[src/rtl/sequence_input_checker_pkg.sv]
// Shared definitions for the memory-game player input checker.
//   SEQ_AW            sequence memory address width (also score width)
//   TILE0..TILE3      tile codes
//   EASY/NORMAL/HARD  sequence lengths used by level select
//   chk_state_t       checker FSM state encoding
//   low_key_tile      tile code of the lowest-numbered key held low
//   multi_key_low     1 when more than one key is held low
package sequence_input_checker_pkg;

    localparam int SEQ_AW = 6;

    localparam logic [1:0] TILE0 = 2'd0;
    localparam logic [1:0] TILE1 = 2'd1;
    localparam logic [1:0] TILE2 = 2'd2;
    localparam logic [1:0] TILE3 = 2'd3;

    localparam logic [4:0] EASY   = 5'd3;
    localparam logic [4:0] NORMAL = 5'd6;
    localparam logic [4:0] HARD   = 5'd9;

    localparam logic [3:0] KEYS_RELEASED = 4'hF;

    typedef enum logic [2:0] {
        ST_IDLE,
        ST_FETCH,
        ST_WAIT_DATA,
        ST_WAIT_PRESS,
        ST_FEEDBACK,
        ST_RELEASE,
        ST_PASS,
        ST_FAIL
    } chk_state_t;

    // Only meaningful when at least one key is low; all-released maps to TILE3.
    function automatic logic [1:0] low_key_tile(input logic [3:0] keys_n);
        if (!keys_n[0])      return TILE0;
        else if (!keys_n[1]) return TILE1;
        else if (!keys_n[2]) return TILE2;
        else                 return TILE3;
    endfunction

    function automatic logic multi_key_low(input logic [3:0] keys_n);
        int n;
        n = 0;
        for (int i = 0; i < 4; i++) begin
            if (!keys_n[i]) n++;
        end
        return (n > 1);
    endfunction

endpackage

[src/rtl/sequence_input_checker_key_sync_edge.sv]
// Key synchroniser and press detector, shared with level select.
//   clock, resetn  system clock, synchronous active-low reset
//   key_n          asynchronous active-low tile keys
//   press          1-cycle pulse: keys left the all-released state
//   press_tile     tile code of the pressed key, valid with press
//   press_multi    more than one key low at the press, valid with press
//   keys_idle      synchronised keys are all released
// press appears 3 cycles after the key_n edge: two synchroniser flops plus
// the registered edge detect.
module sequence_input_checker_key_sync_edge
    import sequence_input_checker_pkg::*;
(
    input  logic       clock,
    input  logic       resetn,
    input  logic [3:0] key_n,
    output logic       press,
    output logic [1:0] press_tile,
    output logic       press_multi,
    output logic       keys_idle
);

    logic [3:0] sync1;
    logic [3:0] sync2;
    logic [3:0] sync_prev;

    always_ff @(posedge clock) begin
        if (!resetn) begin
            sync1       <= KEYS_RELEASED;
            sync2       <= KEYS_RELEASED;
            sync_prev   <= KEYS_RELEASED;
            press       <= 1'b0;
            press_tile  <= TILE0;
            press_multi <= 1'b0;
        end else begin
            sync1       <= key_n;
            sync2       <= sync1;
            sync_prev   <= sync2;
            // Only a transition out of all-released counts, so a key held
            // across states never produces a second press.
            press       <= (sync2 != KEYS_RELEASED) && (sync_prev == KEYS_RELEASED);
            press_tile  <= low_key_tile(sync2);
            press_multi <= multi_key_low(sync2);
        end
    end

    assign keys_idle = (sync2 == KEYS_RELEASED);

endmodule

[config.mk]
export PLATFORM = sky130hd
export DESIGN_NAME = sequence_input_checker_key_sync_edge
export DESIGN_NICKNAME = d
export VERILOG_FILES = /design/src/rtl/sequence_input_checker_pkg.sv /design/src/rtl/sequence_input_checker_key_sync_edge.sv
export SDC_FILE = /design/constraint.sdc
export NUM_CORES = 1
export LEC_CHECK = 0
export BUFFER_PORTS_ARGS = -buffer_cell sky130_fd_sc_hd__buf_2
export CAP_MARGIN = 20
export CORE_MARGIN = 4
export CORE_UTILIZATION = 35
export CTS_BUF_LIST = sky130_fd_sc_hd__clkbuf_8
export DETAILED_ROUTE_END_ITERATION = 12
export GPL_TIMING_DRIVEN = 0
export PLACE_DENSITY = 0.66
export SYNTH_ARGS = -nofsm -noshare
export SYNTH_HDL_FRONTEND = slang
export SYNTH_SLANG_ARGS = --single-unit
[constraint.sdc]
create_clock -name clock -period 1.4 [get_ports clock]
set_input_delay 0.28 -clock clock [delete_from_list [all_inputs] [get_ports clock]]
set_output_delay 0.28 -clock clock [all_outputs]
set_load 0.01 [all_outputs]
* Yosys cells after proc, flatten, opt, wreduce, memory -nomap -nowiden
Index checks and enable logic that the tools add are counted.
** Operators by class
- Magnitude comparators :: 1
- Multiplexer cells :: 10
- $add $sub $neg :: 3
- Reductions and logical operators :: 3
- Eq/ne operators :: 3
** Operator list (count)
- $mux W32 :: 7
- $add A32 B2 Y32 const B :: 3
- $gt A32 B2 Y1 const B :: 1
- $eq A4 B4 Y1 const B :: 2
- $ne A4 B4 Y1 const B :: 1
- $mux W1 :: 3
- $reduce_and A3 Y1 :: 1
- $reduce_and A2 Y1 :: 1
- $logic_and A1 B1 Y1 :: 1
** Storage, ports and cells
- Bits of input ports :: 6
- Word-level logic and storage cells :: 27
- Register bits :: 16
- Output and inout bits :: 5

* Logic depth before layout (Yosys ltp)
Gate-level depths: netlist of the first run.
- Word-level depth :: 12
- Depth in mapped cells :: 5

* Least setup slack after synthesis of the first run
No wires, ideal clock.
- Path kind :: reg-to-reg
- Start :: reg sync2[0]
- End :: reg press_multi
- Stages on the path, launching flop included :: 6
- Data arrival time :: 1.206 ns
- Data required time :: 1.308 ns
- Path slack :: 0.102 ns
- Cell sequence :: dfxtp_1 > inv_1 > ha_1 > nor2b_1 > o21a_1 > o32ai_1
** On the way
- Cells in the longest elaborated chain, start to end :: 12
** Ends and longest elaborated chain
- start: declaration :: line sequence_input_checker_key_sync_edge.sv:23 : logic [3:0] sync2;
- start signal: assignment :: line sequence_input_checker_key_sync_edge.sv:36 : sync2 <= sync1;
- $mux W1 (*) :: line sequence_input_checker_pkg.sv:46 : if (!keys_n[i]) n++;
- $mux W32 (*) :: line sequence_input_checker_key_sync_edge.sv:27 : if (!resetn) begin
- $add A32 B2 Y32 :: line sequence_input_checker_pkg.sv:46
- $mux W32 (*) :: line sequence_input_checker_pkg.sv:46
- $mux W32 (*) :: line sequence_input_checker_key_sync_edge.sv:27
- $add A32 B2 Y32 :: line sequence_input_checker_pkg.sv:46
- $mux W32 (*) :: line sequence_input_checker_pkg.sv:46
- $mux W32 (*) :: line sequence_input_checker_key_sync_edge.sv:27
- $add A32 B2 Y32 :: line sequence_input_checker_pkg.sv:46
- $mux W32 (*) :: line sequence_input_checker_pkg.sv:46
- $mux W32 (*) :: line sequence_input_checker_key_sync_edge.sv:27
- $gt A32 B2 Y1 (*) :: line sequence_input_checker_pkg.sv:48 : return (n > 1);
- end signal: assignment :: line sequence_input_checker_key_sync_edge.sv:42 : press_multi <= multi_key_low(sync2);
- end: declaration :: line sequence_input_checker_key_sync_edge.sv:18 : output logic press_multi,
Every way passes the cells marked *; elsewhere a longest branch is shown, timed or not. The select of a mux whose other input is x is not followed.
A chain may end at the register's enable or synchronous reset.

* Final worst setup path of the first run
- Start :: reg sync2[1]
- End :: out keys_idle
** On the way
- Cells in the longest elaborated chain, start to end :: 1
** Ends and longest elaborated chain
- $eq A4 B4 Y1 :: line sequence_input_checker_key_sync_edge.sv:46 : assign keys_idle = (sync2 == KEYS_RELEASED);
- end: declaration :: line sequence_input_checker_key_sync_edge.sv:19 : output logic keys_idle
No other way between the ends.

==> impl_metrics.tcl, run 1 <==
set metrics [dict create \
    status "complete, no violations" \
    hp-class "input port to flip-flop" \
    grt_pass1_wl_um 1250 \
    ys_ff_latch 16 \
    fmax_mhz 747 \
    ir_drop_uv 669 \
    nFillCells 143 \
    setup_ws_ns 0.0612 \
    fin_crit_sh_pct 95.6 \
    cp-end-kind "primary output" \
    p_leak_nw 0.342 \
    finalInstanceArea_sq_um 719 \
    fin_worst_skew_ns 0.00402 \
    portBuffers 10 \
    hold_ws_ns 0.210 \
    syn-cell-area_sq_um 552 \
    slew_headroom_pct 81.6 \
    tightest_slew_ns 0.274 \
    yosys_warnings 0 \
    dieHeight_um 47.7 \
    path_clk_slew_ns 0.06 \
    grt_pass1_vias 323 \
    drv_cap 0 \
    avgRoutedWirePerCell_um 9.66 \
    multi_input_area_sq_um 239 \
    remaining_drc_errors 0 \
    antenna_found_initial 0 \
    layout.nets 78 \
    die_area_sq_mm 0.00228 \
    grt_use_met3_pct 3.38 \
    preCtsSetupSlack_ns -0.0150 \
    first_pass_iters 4 \
    wl_um 802 \
    syn_inst 52 \
    layout_commonest_cell "dfxtp_1" \
    grt_start_max_net_pins 11 \
    fin_tns_setup_ns 0 \
    syn_nets 62 \
    clk_path_buf_depth 2 \
    clkLatencyLatePin_ns 0.24 \
    core_area_sq_mm 0.00151 \
    powerDensity_mw_per_mm2 1340 \
    critPathLaunchType "flip-flop" \
    die-width_um 47.7 \
    crit_fanout 4 \
    rsz0062_at_grt "false" \
    layout_min_cycle_time_ns 1.34 \
    diodes 0 \
    hold_viol_final 0 \
    cts_sinks 16 \
    rows 14 \
    start_util_pct 36.6 \
    placed_area_sq_um 622 \
    regArea_sq_um 323 \
    critPathKind "flip-flop to primary output" \
    dp_hpwl_um 568 \
    met1_usage_pct 9.52 \
    gp_congestion 0.693 \
    drv_slew 0 \
    io_pins 11 \
    cts_root_buf "clkbuf_8" \
    drive_above_1_share_pct 32.8 \
    postSynthAreaPerCell_sq_um 10.6 \
    htree_levels 1 \
    setup_viol 0 \
    total_power_w 0.000964 \
    post_drt_via_cell_ratio 4.51 \
    use_met2_pct 12.1 \
    dr_total_vias 374 \
    synth.distinct_cells 18 \
    tritoncts "yes" \
    layout_common_cells "14 x dfxtp_1, 9 x nand2b_1, 9 x buf_2" \
    grt-busiest-layer "met2" \
    final_antenna_net_count 0 \
    drt_iter0_drc 2 \
    overflow 0 \
    grt_use_total_pct 8.77 \
    ys_seq_area_share_pct 58.0 \
    cts_inserted_buffers 3 \
    worstPathArrival_ns 1.06 \
    required_ns 1.12 \
    area_growth_pct 30.4 \
]
report_power, final:
| part | internal [W] | switching, W | total (W) |
|---|---|---|---|
| logic | 0.0000445 | 0.0000382 | 0.0000827 |
| clock network | 0.000249 | 0.000147 | 0.000396 |
| registers | 0.000478 | 0.00000755 | 0.000485 |
synth_stat cells (all sizes together):
master  instances  area share (%)
a211oi          1             1.4
dfxtp          16              58
xor2            1             1.6
nor2            3             2.0
inv             3             2.0
nand2b          9              10
nand2           5             3.4
o21ai           1            0.91
ha              4             9.1
buf             1             1.4
o21a            1             1.4
a21oi           1            0.91
o32ai           1             1.6
nor3            1            0.91
nor2b           1             1.1
and3            1             1.4
nand3           1            0.91
mux2i           1             1.8
critical path, cell delays in order, from the launching register on:
cell and delay (ns):
dfxtp_2 0.35, ha_2 0.18, and3_4 0.19, buf_6 0.10
registers in the layout (all words and copies together) (netlist names):
register	flops
sync_prev	4
press_multi	1
press_tile	2
sync2	4
press	1
sync1	4
logic make-up after synthesis:
group,Yosys count,share of synthesized area [%]
buffers and inverters,4,3.40
multiplexers,1,1.81
adder cells (fa/ha/maj),4,9.07
AO/OA/AOI/OAI,5,6.12
AND/OR/NAND/NOR,21,20.0
flip-flops,16,58.1
XOR/XNOR,1,1.59
per-layer routing:
layer  part of all wire, %  vias up
li1                      -      197
met1                    44      166
met2                    49        9
met3                   6.4        2
met4                   1.0        0
met5                     0        -
timing repair:
item / CTS / global route
resized for setup: 3 / 4
hold buffers: 0 / 0
buffers inserted: 1 / 0
setup endpoints to repair: 2 / 2
final timing paths:
path / slack, ns / start / cells after the start / to
worst max-delay path: 0.06 / sync2[1] / 3 / keys_idle
worst min-delay path: 0.21 / key_n[3] / 2 / sync1[3]
worst max register to register: 0.12 / sync2[1] / 5 / press_multi
worst min register to register: 0.41 / sync1[1] / 1 / sync2[1]
cell type report:
class	count	share of cell area, %
buffer	1	1.04
inverter	3	1.57
timing repair buffer	11	8.87
sequential	16	44.9
multi-input combinational	32	33.2
clock buffer	4	7.65
tap	16	2.78
stage by stage:
| step | std cells | utilization (%) |
|---|---|---|
| 3_5_place_dp | 78 | 41.3 |
| 6_report | 83 | 47.8 |
| 5_1_grt | 83 | 47.8 |
| 4_1_cts | 83 | 45.8 |
| 2_1_floorplan | 52 | - |
| 3_3_place_gp | 78 | 41.3 |
No activity file was read; power rests on OpenSTA's default activity.
==> run 2, diff against run 1 <==
--- a/config.mk
+++ b/config.mk
@@ -7,9 +7,10 @@
 export LEC_CHECK = 0
 export BUFFER_PORTS_ARGS = -buffer_cell sky130_fd_sc_hd__buf_2
 export CAP_MARGIN = 20
-export CORE_MARGIN = 4
+export CORE_MARGIN = 3
 export CORE_UTILIZATION = 35
 export CTS_BUF_LIST = sky130_fd_sc_hd__clkbuf_8
+export CTS_CLUSTER_DIAMETER = 100
 export DETAILED_ROUTE_END_ITERATION = 12
 export GPL_TIMING_DRIVEN = 0
 export PLACE_DENSITY = 0.66
==> impl_metrics.tcl, run 2 (synthesized netlist as in run 1, its figures left out) <==
set metrics [dict create \
    dr_total_vias 376 \
    powerDensity_mw_per_mm2 1320 \
    fin_crit_sh_pct 94.4 \
    ir_drop_uv 693 \
    die_area_sq_mm 0.00209 \
    top_regs "sync1 x4, sync2 x4, sync_prev x4" \
    grt_pass1_vias 289 \
    fmax_mhz 757 \
    fin_worst_skew_ns 0.00115 \
    worstPathArrival_ns 1.04 \
    critPathKind "flip-flop to primary output" \
    avgRoutedWirePerCell_um 9.39 \
    fin_tns_setup_ns 0 \
    cts_root_buf "clkbuf_8" \
    portBuffers 10 \
    htree_levels 1 \
    diodes 0 \
    grt_use_total_pct 8.72 \
    clkLatencyLatePin_ns 0.24 \
    slew_headroom_pct 88.1 \
    drive_above_1_share_pct 31.3 \
    tightest_slew_ns 0.174 \
    die-width_um 45.7 \
    drv_cap 0 \
    grt_pass1_wl_um 1240 \
    reg2regPathDepth 5 \
    setup_viol 0 \
    p_leak_nw 0.341 \
    placed_area_sq_um 621 \
    start_util_pct 39.9 \
    core_area_sq_mm 0.00138 \
    drv_slew 0 \
    grt_start_max_net_pins 11 \
    cts_inserted_buffers 3 \
    remaining_drc_errors 0 \
    layout_min_cycle_time_ns 1.32 \
    post_drt_via_cell_ratio 4.59 \
    antenna_found_initial 0 \
    status "complete, no violations" \
    hold_ws_ns 0.212 \
    required_ns 1.12 \
    clk_path_buf_depth 2 \
    layout_common_cells "14 x dfxtp_1, 9 x nand2b_1, 9 x buf_2" \
    crit_fanout 3 \
    final_antenna_net_count 0 \
    rows 13 \
    dp_hpwl_um 555 \
    gp_congestion 0.715 \
    cp-end-kind "primary output" \
    overflow 0 \
    area_growth_pct 31.1 \
    layout_commonest_cell "dfxtp_1" \
    finalInstanceArea_sq_um 723 \
    cts_hold_buf 0 \
    critPathLaunchType "flip-flop" \
    dieHeight_um 45.7 \
    drt_iter0_drc 14 \
    cts_sinks 16 \
    hp-class "input port to flip-flop" \
    hold_viol_final 0 \
    first_pass_iters 4 \
    min_path_cells 2 \
    wl_um 770 \
    rsz0062_at_grt "false" \
    layout.nets 78 \
    tritoncts "yes" \
    io_pins 11 \
    path_clk_slew_ns 0.06 \
]
-- run 2: cell count changes in the layout (fill, tap and decap cells not counted) --
cell,delta
dfxtp_2,-1
ha_2,-1
ha_4,+1
o32ai_2,-1
o32ai_1,+1
dfxtp_4,+1
-- run 2: final timing paths --
check,endpoint,slack [ns],from
hold / removal,sync1[3],0.21,key_n[3]
setup / recovery,keys_idle,0.08,sync2[0]
hold reg to reg,sync2[1],0.41,sync1[1]
setup reg to reg,press_multi,0.11,sync2[0]
-- run 2: final cells by class --
type                       count  area, sq um
fill                         127          659
buffer                         1         7.51
timing repair buffer          11         63.8
tap                           15         18.8
inverter                       3         11.3
multi-input combinational     32          241
sequential                    16          325
clock buffer                   4         55.1
-- run 2: what timing repair did --
action                                  CTS  global route
setup buffers                             1             0
endpoints found under the setup margin    2             2
resized for setup                         3             5
-- run 2: power by group --
| part | switching (W) | internal, W | leakage (nW) | total [W] |
|---|---|---|---|---|
| clock network | 0.000141 | 0.000249 | 0.0288 | 0.000390 |
| logic | 0.0000361 | 0.0000440 | 0.180 | 0.0000800 |
| registers | 0.00000884 | 0.000476 | 0.132 | 0.000485 |
| total | 0.000186 | 0.000769 | 0.341 | 0.000955 |
-- run 2: critical path, stage by stage, from the launching register on --
cell,delay [ns]
dfxtp_4,0.36
ha_4,0.16
and3_4,0.17
buf_6,0.11
-- run 2: per-layer routing --
layer / up-vias / share of wire [%] / global-route usage [%]
met5: - / 0 / 0
met3: 0 / 9.0 / 5.93
met4: 0 / 0 / 3.41
li1: 195 / - / -
met2: 14 / 46 / 11.7
met1: 167 / 45 / 10.8
-- run 2: per-stage QoR --
step / setup slack (ns) / instances / total power, W / util (%)
after floorplan: 0.102 / 52 / 0.000539 / -
after global placement: 0.00957 / 77 / 0.000563 / 44.9
after detailed placement: 0.00510 / 77 / 0.000564 / 44.9
after CTS: 0.0108 / 82 / 0.000960 / 49.8
after global routing: 0.0387 / 82 / 0.00101 / 52.3
final: 0.0787 / 82 / 0.000955 / 52.3
==> run 3, diff against run 2 <==
--- a/config.mk
+++ b/config.mk
@@ -7,13 +7,13 @@
 export LEC_CHECK = 0
 export BUFFER_PORTS_ARGS = -buffer_cell sky130_fd_sc_hd__buf_2
 export CAP_MARGIN = 20
-export CORE_MARGIN = 3
-export CORE_UTILIZATION = 35
+export CORE_AREA = 3 3 40 42
 export CTS_BUF_LIST = sky130_fd_sc_hd__clkbuf_8
 export CTS_CLUSTER_DIAMETER = 100
 export DETAILED_ROUTE_END_ITERATION = 12
+export DIE_AREA = 0 0 43 45
 export GPL_TIMING_DRIVEN = 0
-export PLACE_DENSITY = 0.66
+export PLACE_DENSITY = 0.74
 export SYNTH_ARGS = -nofsm -noshare
 export SYNTH_HDL_FRONTEND = slang
 export SYNTH_SLANG_ARGS = --single-unit
==> impl_metrics.tcl, run 3 (synthesized netlist as in run 1, its figures left out) <==
set metrics [dict create \
    area_growth_pct 28.1 \
    start_util_pct 42.9 \
    layout.nets 78 \
    cts_sinks 16 \
    setup_viol 0 \
    drv_cap 0 \
    placed_area_sq_um 621 \
    fin_crit_sh_pct 98.2 \
    clk_path_buf_depth 2 \
    htree_levels 1 \
    total_power_w 0.000962 \
    layout_commonest_cell "dfxtp_1" \
    avgRoutedWirePerCell_um 10.9 \
    cts_root_buf "clkbuf_8" \
    status "complete, no violations" \
    preCtsSetupSlack_ns -0.00298 \
    power_frac_comb_pct 7.9 \
    instances_no_fill 82 \
    slew_headroom_pct 84.5 \
    tightest_slew_ns 0.233 \
    core_area_sq_mm 0.00128 \
    cts_hold_buf 0 \
    finalInstanceArea_sq_um 707 \
    p_seq_share_pct 50.4 \
    cp-end-kind "primary output" \
    drive_above_1_share_pct 34.3 \
    rsz0062_at_grt "true" \
    p_switching_w 0.000197 \
    crit_fanout 3 \
    rows 13 \
    dieHeight_um 45 \
    powerDensity_mw_per_mm2 1360 \
    antenna_found_initial 0 \
    setup_ws_ns 0.0258 \
    p_int_w 0.000766 \
    fin_util_pct 55.0 \
    clkLatencyLatePin_ns 0.25 \
    gp_congestion 0.701 \
    critPathKind "flip-flop to primary output" \
    placed_cells 77 \
    required_ns 1.12 \
    nFillCells 103 \
    hold_viol_final 0 \
    crit_chain "ha_2, and3_4, buf_2" \
    layout_min_cycle_time_ns 1.37 \
    critPathLaunchType "flip-flop" \
    die_area_sq_mm 0.00194 \
    drt_iter0_drc 10 \
    die-width_um 43 \
    p_leak_nw 0.332 \
    grt_pass1_wl_um 1500 \
    wl_um 892 \
    grt_pass1_vias 360 \
    max_stage_delay_ns 0.36 \
    hp-class "input port to flip-flop" \
    worstPathArrival_ns 1.09 \
    grt_use_total_pct 11.3 \
    path_clk_slew_ns 0.06 \
    first_pass_iters 4 \
    overflow 0 \
    top_regs "sync1 x4, sync2 x4, sync_prev x4" \
    io_pins 11 \
    drv_slew 0 \
    final_antenna_net_count 0 \
    tritoncts "yes" \
    cts_inserted_buffers 3 \
    remaining_drc_errors 0 \
    dp_hpwl_um 586 \
    clockPowerShare_pct 41.6 \
    critical_path.slowest_cell "dfxtp_2" \
    layout_common_cells "14 x dfxtp_1, 10 x buf_2, 9 x nand2b_1" \
    ir_drop_uv 857 \
    diodes 0 \
    post_drt_via_cell_ratio 4.87 \
    fmax_mhz 728 \
    grt_start_max_net_pins 11 \
    switching_share_pct 20.4 \
    fin_worst_skew_ns 0.00370 \
    portBuffers 10 \
    dr_total_vias 399 \
]
-- run 3: cell counts in the layout (fill, tap and decap cells not counted) --
No cell type changed its count.
-- run 3: cell type report --
type	count	area [sq um]	share of cell area, %
Sequential cell	16	325	46.0
Multi-Input combinational cell	32	231	32.7
Timing Repair Buffer	11	57.6	8.14
Clock buffer	4	55.1	7.79
Tap cell	15	18.8	2.65
Inverter	3	11.3	1.59
Buffer	1	7.51	1.06
-- run 3: path summary, 6_finish.rpt --
kind         startpoint           to  slack, ns  cells after the start
max            sync2[0]    keys_idle       0.03                      3
min            key_n[0]     sync1[0]       0.21                      2
max reg2reg    sync2[0]  press_multi       0.12                      5
min reg2reg    sync1[1]     sync2[1]       0.41                      1
-- run 3: timing repair --
item,in CTS,in global routing
gates cloned,0,0
gates resized for setup,3,5
setup buffers,1,0
endpoints found under the setup margin,2,2
-- run 3: worst max-delay path, delay by kind of cell, from the launching register on --
kind,cells,cell delay (ns)
buf+inv,1,0.12
fa+ha+maj,1,0.18
flops,1,0.36
simple gates,1,0.18
-- run 3: stage by stage --
step	hold slack [ns]	setup TNS, ns
5_1_grt	0.220	-0.0112
3_3_place_gp	0.388	0
6_report	0.208	0
4_1_cts	0.205	0
2_1_floorplan	0.353	0
3_5_place_dp	0.397	-0.00298
-- run 3: power by group through the flow --
stage,Clock [W],Sequential [W],Combinational [W]
final,0.000401,0.000485,0.0000765
after floorplan,0,0.000498,0.0000402
after CTS,0.000414,0.000486,0.0000745
after detailed placement,0,0.000495,0.0000700
after global placement,0,0.000494,0.0000678
after global routing,0.000439,0.000487,0.0000872
-- run 3: routing by layer --
layer  track usage [%]  part of all wire (%)  up-vias
li1                  -                     -      196
met1              12.3                    39      180
met2              16.5                    50       18
met3              4.78                   7.5        5
met4              10.8                   4.0        0
met5                 0                     0        -
